==> config.mk <==
export PLATFORM = sky130hd
export DESIGN_NAME = ysyx_22050019_pipe_ctrl
export DESIGN_NICKNAME = d
export VERILOG_FILES = /design/src/rtl/ysyx_22050019_pipe_ctrl_pkg.sv /design/src/rtl/ysyx_22050019_hazard_det.sv /design/src/rtl/ysyx_22050019_pipe_ctrl.sv
export SDC_FILE = /design/constraint.sdc
export NUM_CORES = 1
export LEC_CHECK = 0
export CAP_MARGIN = 40
export CORE_ASPECT_RATIO = 0.5
export CORE_MARGIN = 4
export CORE_UTILIZATION = 30
export DETAILED_ROUTE_END_ITERATION = 8
export HOLD_SLACK_MARGIN = 0.08
export SYNTH_ARGS = -nofsm -noshare
export SYNTH_HDL_FRONTEND = slang
export SYNTH_SLANG_ARGS = --single-unit
==> constraint.sdc <==
create_clock -name clk -period 4 [get_ports clk]
set_input_delay 0.8 -clock clk [delete_from_list [all_inputs] [get_ports clk]]
set_output_delay 0.8 -clock clk [all_outputs]
set_load 0.01 [all_outputs]
==> src/rtl/ysyx_22050019_pipe_ctrl_pkg.sv <==
// Purpose : shared types for the pipeline hazard/stall controller.
// Latency : n/a (types, constants and a pure decode function only).
// Backpr. : n/a.
package pipe_ctrl_pkg;

  // Controller FSM: normal flow, or holding the whole pipe for a multi-cycle LSU access.
  typedef enum logic {
    RUN      = 1'b0,
    LSU_WAIT = 1'b1
  } state_e;

  // Winning stall/flush cause, listed highest priority first after NONE.
  typedef enum logic [2:0] {
    CAUSE_NONE  = 3'd0,
    CAUSE_LSU   = 3'd1,
    CAUSE_REDIR = 3'd2,
    CAUSE_LDUSE = 3'd3,
    CAUSE_IFU   = 3'd4
  } cause_e;

  // Architectural zero register: never a real producer, so never a hazard.
  localparam logic [4:0] REG_X0 = 5'd0;

  // Full set of per-register pipeline controls.
  typedef struct packed {
    logic pc_stall;
    logic if_id_stall;
    logic if_id_flush;
    logic id_ex_stall;
    logic id_ex_flush;
    logic ex_mem_stall;
    logic mem_wb_stall;
  } ctrl_t;

  // Controls driven while reset is held: front end bubbled, nothing held.
  localparam ctrl_t CTRL_RESET = '{
    pc_stall: 1'b0, if_id_stall: 1'b0, if_id_flush: 1'b1, id_ex_stall: 1'b0,
    id_ex_flush: 1'b1, ex_mem_stall: 1'b0, mem_wb_stall: 1'b0
  };

  // Map the winning cause onto the pipeline controls.
  function automatic ctrl_t cause_ctrl(input cause_e cause);
    ctrl_t c;
    c = '0;
    case (cause)
      CAUSE_LSU: begin
        // Freeze everything up to and including MEM/WB so the access result is not lost.
        c.pc_stall     = 1'b1;
        c.if_id_stall  = 1'b1;
        c.id_ex_stall  = 1'b1;
        c.ex_mem_stall = 1'b1;
        c.mem_wb_stall = 1'b1;
      end
      CAUSE_REDIR: begin
        // Squash the two wrong-path instructions behind EX.
        c.if_id_flush = 1'b1;
        c.id_ex_flush = 1'b1;
      end
      CAUSE_LDUSE, CAUSE_IFU: begin
        // Hold the front end and inject a bubble into EX; the back end drains.
        c.pc_stall    = 1'b1;
        c.if_id_stall = 1'b1;
        c.id_ex_flush = 1'b1;
      end
      default: c = '0;
    endcase
    return c;
  endfunction

endpackage

==> src/rtl/ysyx_22050019_hazard_det.sv <==
// Purpose : load-use hazard comparator between the load in EX and the sources of ID.
// Latency : purely combinational, same cycle.
// Backpr. : none; the result only feeds the controller's priority mux.
// Ports   : ex_is_load_i/ex_rd_i (EX producer), id_rs{1,2}_i/_ren_i (ID consumers), ld_use_o.
module ysyx_22050019_hazard_det
  import pipe_ctrl_pkg::*;
(
  input  logic       ex_is_load_i,
  input  logic [4:0] ex_rd_i,
  input  logic [4:0] id_rs1_i,
  input  logic [4:0] id_rs2_i,
  input  logic       id_rs1_ren_i,
  input  logic       id_rs2_ren_i,
  output logic       ld_use_o
);

  logic rs1_hit;
  logic rs2_hit;

  always_comb begin
    rs1_hit  = id_rs1_ren_i && (id_rs1_i == ex_rd_i);
    rs2_hit  = id_rs2_ren_i && (id_rs2_i == ex_rd_i);
    // x0 is hardwired, so a load targeting it never produces data anyone waits for.
    ld_use_o = ex_is_load_i && (ex_rd_i != REG_X0) && (rs1_hit || rs2_hit);
  end

endmodule

==> src/rtl/ysyx_22050019_pipe_ctrl.sv <==
// Purpose : central stall/flush controller for the 5-stage pipe, with perf counters and LSU watchdog.
// Latency : controls are combinational from state and inputs; counters and hang_o update on the next edge.
// Backpr. : an outstanding LSU access freezes PC through MEM/WB until lsu_done_i; lower causes wait behind it.
// Ports   : clk, rst_n (sync, active-high); LSU/EX/ID/IFU hazard sources in;
//           per-register stall/flush out; hang_o, stall_cnt_o, flush_cnt_o.
module ysyx_22050019_pipe_ctrl
  import pipe_ctrl_pkg::*;
#(
  parameter int TIMEOUT = 1024,
  parameter int CNT_W   = 64
) (
  input  logic             clk,
  input  logic             rst_n,
  input  logic             lsu_req_i,
  input  logic             lsu_done_i,
  input  logic             ex_is_load_i,
  input  logic [4:0]       ex_rd_i,
  input  logic [4:0]       id_rs1_i,
  input  logic [4:0]       id_rs2_i,
  input  logic             id_rs1_ren_i,
  input  logic             id_rs2_ren_i,
  input  logic             redirect_i,
  input  logic             ifu_busy_i,
  output logic             pc_stall_o,
  output logic             if_id_stall_o,
  output logic             if_id_flush_o,
  output logic             id_ex_stall_o,
  output logic             id_ex_flush_o,
  output logic             ex_mem_stall_o,
  output logic             mem_wb_stall_o,
  output logic             hang_o,
  output logic [CNT_W-1:0] stall_cnt_o,
  output logic [CNT_W-1:0] flush_cnt_o
);

  localparam int              WC_W      = (TIMEOUT > 1) ? $clog2(TIMEOUT) : 1;
  localparam logic [WC_W-1:0] WAIT_LAST = WC_W'(TIMEOUT - 1);

  state_e           state_q, state_d;
  logic [WC_W-1:0]  wait_cnt_q, wait_cnt_d;
  logic             hang_q, hang_d;
  logic [CNT_W-1:0] stall_cnt_q, stall_cnt_d;
  logic [CNT_W-1:0] flush_cnt_q, flush_cnt_d;

  logic   ld_use;
  logic   lsu_wait;
  cause_e cause;
  ctrl_t  ctrl;

  ysyx_22050019_hazard_det u_hazard_det (
    .ex_is_load_i (ex_is_load_i),
    .ex_rd_i      (ex_rd_i),
    .id_rs1_i     (id_rs1_i),
    .id_rs2_i     (id_rs2_i),
    .id_rs1_ren_i (id_rs1_ren_i),
    .id_rs2_ren_i (id_rs2_ren_i),
    .ld_use_o     (ld_use)
  );

  // Next state and LSU-wait detection. A req with same-cycle done never leaves RUN.
  always_comb begin
    state_d  = state_q;
    lsu_wait = 1'b0;
    case (state_q)
      RUN: begin
        lsu_wait = lsu_req_i && !lsu_done_i;
        if (lsu_wait) state_d = LSU_WAIT;
      end
      LSU_WAIT: begin
        // The done cycle is not a wait cycle: MEM/WB captures the result on this edge.
        lsu_wait = !lsu_done_i;
        if (lsu_done_i) state_d = RUN;
      end
      default: state_d = RUN;
    endcase
  end

  // Priority select; only the highest active cause drives the controls.
  always_comb begin
    cause = CAUSE_NONE;
    if (lsu_wait)        cause = CAUSE_LSU;
    else if (redirect_i) cause = CAUSE_REDIR;
    else if (ld_use)     cause = CAUSE_LDUSE;
    else if (ifu_busy_i) cause = CAUSE_IFU;

    ctrl = rst_n ? CTRL_RESET : cause_ctrl(cause);
  end

  // Watchdog and performance counters.
  always_comb begin
    wait_cnt_d = '0;
    hang_d     = hang_q;
    if ((state_q == LSU_WAIT) && !lsu_done_i) begin
      // Saturate so the counter cannot wrap while a hung access persists.
      wait_cnt_d = (wait_cnt_q == WAIT_LAST) ? wait_cnt_q : wait_cnt_q + WC_W'(1);
      if (wait_cnt_q == WAIT_LAST) hang_d = 1'b1;
    end

    stall_cnt_d = stall_cnt_q + {{(CNT_W-1){1'b0}}, ctrl.pc_stall};
    flush_cnt_d = flush_cnt_q + {{(CNT_W-1){1'b0}}, (ctrl.if_id_flush | ctrl.id_ex_flush)};
  end

  always_ff @(posedge clk) begin
    if (rst_n) begin
      state_q     <= RUN;
      wait_cnt_q  <= '0;
      hang_q      <= 1'b0;
      stall_cnt_q <= '0;
      flush_cnt_q <= '0;
    end else begin
      state_q     <= state_d;
      wait_cnt_q  <= wait_cnt_d;
      hang_q      <= hang_d;
      stall_cnt_q <= stall_cnt_d;
      flush_cnt_q <= flush_cnt_d;
    end
  end

  assign pc_stall_o     = ctrl.pc_stall;
  assign if_id_stall_o  = ctrl.if_id_stall;
  assign if_id_flush_o  = ctrl.if_id_flush;
  assign id_ex_stall_o  = ctrl.id_ex_stall;
  assign id_ex_flush_o  = ctrl.id_ex_flush;
  assign ex_mem_stall_o = ctrl.ex_mem_stall;
  assign mem_wb_stall_o = ctrl.mem_wb_stall;
  assign hang_o         = hang_q;
  assign stall_cnt_o    = stall_cnt_q;
  assign flush_cnt_o    = flush_cnt_q;

endmodule

==> results.yml, run 1 <==
run_status:
  status: "complete, no violations"
power:
  switching_share_pct: 21.68
  p_sw_w: 0.0006694
  p_seq_share_pct: 45.5
  p_comb_share_pct: 3.5
  intPower_w: 0.002418
  power.density_mw_per_mm2: 330.2
  leakage_nw: 3.026
  ir_drop_mv: 0.2381
  clkPwrFrac_pct: 51.0
timing:
  drv_slew: 0
  fin_ws_ns: 0.2526
  hold_viol_final: 0
  setup_viol: 0
  rsz0062_at_grt: "false"
  setup-tns-final_ns: 0
  finalClockSkew_ns: 0.01120
  max_clock_freq_ghz: 0.2669
  finalCritPeriodShare_pct: 93.68
  relSlewSlack_pct: 36.34
  worst_pin_slew_ns: 0.9476
  period_needed_ns: 3.747
logic_synthesis:
  ys_seq_elements: 140
  synthesis.area_mm2: 0.006619
  synth_largest_area_cell: "dfxtp_1"
  synth_warnings: 0
  synth_top_area_share_pct: 42.34
  avgSynthCellArea_um2: 8.368
  synth-main-ff-cell: "dfxtp_1"
  synthCells: 791
  yosys-top-cells-area: "dfxtp_1 42%, xor2_1 7.7%, nor2_1 5.2%"
  synth_edf_count: 0
  async_flop_share_pct: 0
  seq_area_frac_synth_pct: 42.34
  synth_fp_nets: 820
  synth_cell_types: 43
grt:
  grt_pass1_wl_mm: 30.43
  grt_start_max_net_pins: 62
  antenna_found_initial: 0
  grt_pass1_vias: 6104
  grt_use_total_pct: 14.96
  overflow: 0
worst_setup_path:
  cp_max_fo: 3
  required_ns: 3.20
  crit_path_start_kind: "input pin"
  crit_arrival_ns: 2.95
  end_kind: "primary output"
  path_class: "in2out"
detailed_routing:
  ant_nets: 0
  wl_met2_mm: 8.946
  vias: 6411
  drc_errors: 0
  dr.pass1.iters: 4
  viasPerCell: 4.989
  drt-met1-wl_mm: 8.509
  wl_mm: 18.65
  drt_iter0_markers: 405
  top_layer: "met4"
  wl_met3_um: 999
  post_drt_wl_per_cell_um: 14.51
placed_design:
  hpwl_mm: 13.63
  routabilityCongestion: 0.8078
  dp_slack_ns: -0.2932
  io_buffer_count: 159
clock_tree:
  cts_tree: "done"
  cts_buffers: 17
  clock-sinks: 140
  clock_path_buffers: 2
  clkTransAtPathRegs_ns: 0.06
  clk_latency_ns: 0.42
  cts_max_level: 4
  cts-root-buf: "clkbuf_16"
flow_run:
  cap_violations: 0
final_layout:
  diodes: 0
  nFillCells: 2172
  layout_commonest_cell: "clkdlybuf4s50_1"
  final_cell_mix: "158 x clkdlybuf4s50_1, 140 x dfxtp_1, 91 x nor2_1"
  finalNetCount: 1002
  area_growth_pct: 41.27
  drive_gt1_share_pct: 8.731
die:
  die_h_um: 113.0
  ios: 160
  die_area_mm2: 0.02465
  start_util_pct: 30.53
  die_x_um: 218.1
  num_rows: 38
  coreArea_mm2: 0.02168
hold_path:
  hold_path_class: "reg2reg"
-- what timing repair did --
action	4_1_cts	5_1_grt
gates resized for setup	0	4
setup buffers	0	1
hold buffers	0	0
setup endpoints to repair	0	17
-- layout make-up --
| cell class | count | area (um^2) | share of cell area, % |
|---|---|---|---|
| clock buffers | 21 | 470.5 | 5.031 |
| clock inverters | 10 | 116.4 | 1.244 |
| inverters | 17 | 63.81 | 0.6825 |
| multi-input cells | 597 | 3605 | 38.55 |
| flip-flops and latches | 140 | 2803 | 29.97 |
| well taps | 300 | 375.4 | 4.014 |
| repair buffers | 200 | 1917 | 20.50 |
-- sequential cells by signal, indices dropped and copies added (netlist names) --
register	cells
flush_cnt_o	64
hang_o	1
stall_cnt_o	64
state_q	1
wait_cnt_q	10
-- power by group through the flow --
stage	registers (W)	logic, W	clock network (W)
6_report	0.00140	0.000109	0.00157
5_1_grt	0.00140	0.000119	0.00169
4_1_cts	0.00140	0.000110	0.00162
3_5_place_dp	0.00144	0.000110	0
3_3_place_gp	0.00144	0.000105	0
2_1_floorplan	0.00144	0.0000453	0
-- through the flow --
step           util, %  cell area (um^2)  hold WS (ns)  power, W  cells
2_1_floorplan        -              6619        0.4627  0.001483    791
4_1_cts          42.98              9319        0.4852  0.003134   1283
6_report         43.13              9350        0.4799  0.003087   1285
3_5_place_dp     40.28              8732        0.4754  0.001545   1252
5_1_grt          43.13              9350        0.4987  0.003215   1285
3_3_place_gp     40.15              8705        0.4718  0.001541   1251
-- critical path, stage by stage --
cell and delay, ns:
clkdlybuf4s50_1 0.47, xor2_1 0.19, nor4_1 0.27, and3_1 0.19
o221ai_1 0.14, a21oi_1 0.21, buf_4 0.16, clkdlybuf4s50_1 0.53
-- per-layer routing --
metal	vias up	track usage [%]
met2	111	25.70
met3	18	4.830
met5	-	0
met1	3026	18.21
met4	0	3.997
li1	3256	-
-- cell usage after synthesis (2+ instances only) --
master	count
buf_2	7
or3_1	39
xnor2_1	21
nor4_1	6
o41ai_1	2
dfxtp_1	140
a21oi_1	66
xor2_1	58
buf_4	3
and3_1	19
o21ai_0	37
nor4_2	2
nand4_2	2
nand4b_1	2
and2_1	6
a211oi_1	2
nor3_1	13
clkbuf_1	26
or2_2	2
nor2b_1	4
nor2_1	91
nand2_1	45
ha_1	5
inv_1	17
o31ai_1	22
and4_1	14
or4_1	23
o21a_1	2
nand3_1	51
nand4_1	51
-- cells by family (layout without fill, tap and decap cells) --
kind of cell / count (synthesis) / count (layout) / synth area share (%)
xor gates and xnor gates: 79 / 79 / 10.45
AOI/OAI and AO/OA: 134 / 134 / 11.38
and+or+nand+nor: 377 / 378 / 31.17
muxes: 1 / 1 / 0.1512
DFF: 140 / 140 / 42.34
adders and majority gates: 5 / 5 / 0.9452
buffers and inverters: 55 / 248 / 3.554
-- final timing paths --
check	from	end	slack, ns	cells after the start
worst min-delay path	hang_o$_SDFFE_PP0P_	hang_o$_SDFFE_PP0P_	0.48	2
worst max register to register	state_q$_SDFF_PP0_	stall_cnt_o[52]$_SDFF_PP0_	1.27	10
worst max-delay path	ex_rd_i[1]	pc_stall_o	0.25	8
worst min register to register	hang_o$_SDFFE_PP0P_	hang_o$_SDFFE_PP0P_	0.48	2
(Power assumes the default switching activity.)
==> inputs of run 2 (changes only) <==
- DONT_BUFFER_PORTS: unset -> 1
==> run 2 against run 1 <==
  * Critical path depth grew 4
  * Count of clock-buffer cells in the layout grew 1
  * Sequential share of layout area grew 7.1 points
  * Core utilization shrank 8.3 points
  * Global-route usage shrank 0.46 points
  * Hold slack lost 0.038 ns
  * Die area is the same
  * Critical endpoint is now stall_cnt_o[52]$_SDFF_PP0_
==> results.yml, run 2 (same netlist as run 1, synthesis figures left out) <==
run_status:
  status: "complete, no violations"
final_layout:
  finalNetCount: 818
  regArea_mm2: 0.002803
  nFillCells: 2239
  multiInputGateArea_mm2: 0.003581
  layout_commonest_cell: "dfxtp_1"
  postLayoutCellArea_mm2: 0.007552
  final_cell_mix: "140 x dfxtp_1, 91 x nor2_1, 66 x a21oi_1"
  diodes: 0
  area_growth_pct: 14.10
  drive_gt1_share_pct: 7.107
detailed_routing:
  ant_nets: 0
  drt_iter0_markers: 417
  post_drt_wl_per_cell_um: 15.99
  vias: 5861
  drc_errors: 0
  dr.pass1.iters: 4
  wl_mm: 17.63
  viasPerCell: 5.319
worst_setup_path:
  crit_start: "ex_rd_i[1]"
  cpPeakStageDelay_ns: 0.63
  cp_max_fo: 14
  path_cells: "xor2_1 > nor4_1 > and3_1 > o221ai_1 > a21oi_1 > ha_1 > ha_1 > nand4_1 > nor4_1 > nand4_2 > or4_1 > a21oi_1"
  cpLargestDelayFamily: "simple AND/OR/NAND/NOR gates"
  r2r_cells: 10
  end_kind: "flip-flop"
  r2r_slack_ns: 0.94
  r2r_end: "stall_cnt_o[52]$_SDFF_PP0_"
  crit_arrival_ns: 3.96
  path_buf_inv: 0
  slowest_stage: "or4_1"
  rr_startpoint: "state_q$_SDFF_PP0_"
  path_class: "in2reg"
  crit_path_start_kind: "input pin"
  required_ns: 4.37
timing:
  hold_viol_final: 0
  setup-tns-final_ns: 0
  finalClockSkew_ns: 0.01166
  drv_slew: 0
  worst_pin_slew_ns: 0.7916
  period_needed_ns: 3.596
  setup_viol: 0
  max_clock_freq_ghz: 0.2781
  finalCritPeriodShare_pct: 89.90
  relSlewSlack_pct: 46.82
  rsz0062_at_grt: "false"
  fin_ws_ns: 0.4040
clock_tree:
  clock-sinks: 140
  clk_latency_ns: 0.43
  cts_hold_buf: 0
  cts_max_level: 4
  cts_buffers: 17
  cts-root-buf: "clkbuf_16"
  cts_tree: "done"
  cts_resized: 0
  postCtsSetupBuffers: 0
  clkTransAtPathRegs_ns: 0.06
  clock_path_buffers: 2
grt:
  antenna_found_initial: 0
  overflow: 0
  grt_use_total_pct: 14.49
  grt_start_max_net_pins: 133
  grt_pass1_wl_mm: 29.12
  grt_pass1_vias: 5593
die:
  start_util_pct: 30.53
  die_x_um: 218.1
  ios: 160
  num_rows: 38
  coreArea_mm2: 0.02168
  die_area_mm2: 0.02465
  die_h_um: 113.0
placed_design:
  hpwl_mm: 12.51
  io_buffer_count: 0
  routabilityCongestion: 0.7918
  placed_area_mm2: 0.006950
  dp_slack_ns: -0.03724
hold_path:
  min_to: "flush_cnt_o[0]$_SDFF_PP0_"
  min_delay_path_depth: 1
  hp-start: "rst_n"
  hold_path_class: "in2reg"
power:
  totalPowerFinal_w: 0.003085
  power.density_mw_per_mm2: 408.5
  leakage_nw: 2.354
  ir_drop_mv: 0.1586
flow_run:
  cap_violations: 0
-- run 2: cell count changes in the layout (fill, tap and decap cells not counted), sizes merged --
cell,change
buf,-25
bufinv,+1
clkbuf,+1
clkdlybuf4s50,-158
clkinvlp,-3
inv,+2
nand4,-1
-- run 2: where the power goes --
group          total [W]  leakage [nW]  switching, W  internal [W]
Clock            0.00164         0.291      0.000626       0.00101
Sequential       0.00141          1.13    0.00000901       0.00140
Combinational  0.0000349         0.935     0.0000171     0.0000178
-- run 2: worst register-to-register path, cell delays in order, from the launching register on --
cell     delay [ns]
dfxtp_1        0.34
o21a_1         0.23
nor2_1         0.06
a21oi_1        0.22
ha_1           0.25
ha_1           0.24
nand4_1        0.15
nor4_1         0.37
nand4_2        0.37
or4_1          0.63
a21oi_1        0.14
-- run 2: worst max path at each step --
stage                                      end  depth (start not counted)  slack [ns]
finish              stall_cnt_o[52]$_SDFF_PP0_                         12        0.40
global route        stall_cnt_o[62]$_SDFF_PP0_                         12        0.08
CTS                 stall_cnt_o[52]$_SDFF_PP0_                         12        0.43
detailed placement  stall_cnt_o[58]$_SDFF_PP0_                         13       -0.04
global placement    stall_cnt_o[58]$_SDFF_PP0_                         13        0.10
floorplan           stall_cnt_o[58]$_SDFF_PP0_                         13        0.24
-- run 2: area by class of cell --
type,count,share of cell area (%)
Tap cell,300,4.970
Timing Repair Buffer,17,1.690
Inverter,17,0.8449
Clock buffer,22,6.146
Sequential cell,140,37.11
Multi-Input combinational cell,596,47.42
Clock inverter,10,1.822
-- run 2: layer usage --
metal | global-route usage, % | vias to the layer above | wire length, um
met4 | 7.068 | 0 | 531
li1 | - | 2881 | -
met1 | 17.32 | 2783 | 7542
met3 | 5.286 | 33 | 1373
met2 | 23.25 | 164 | 8177
met5 | 0 | - | 0
-- run 2: stage by stage --
step                utilization, %  std cells  hold slack (ns)
floorplan                        -        791           0.4627
global placement             32.06       1070           0.4725
detailed placement           32.06       1070           0.4861
CTS                          34.83       1102           0.4177
global route                 34.83       1102           0.4169
finish                       34.83       1102           0.4422
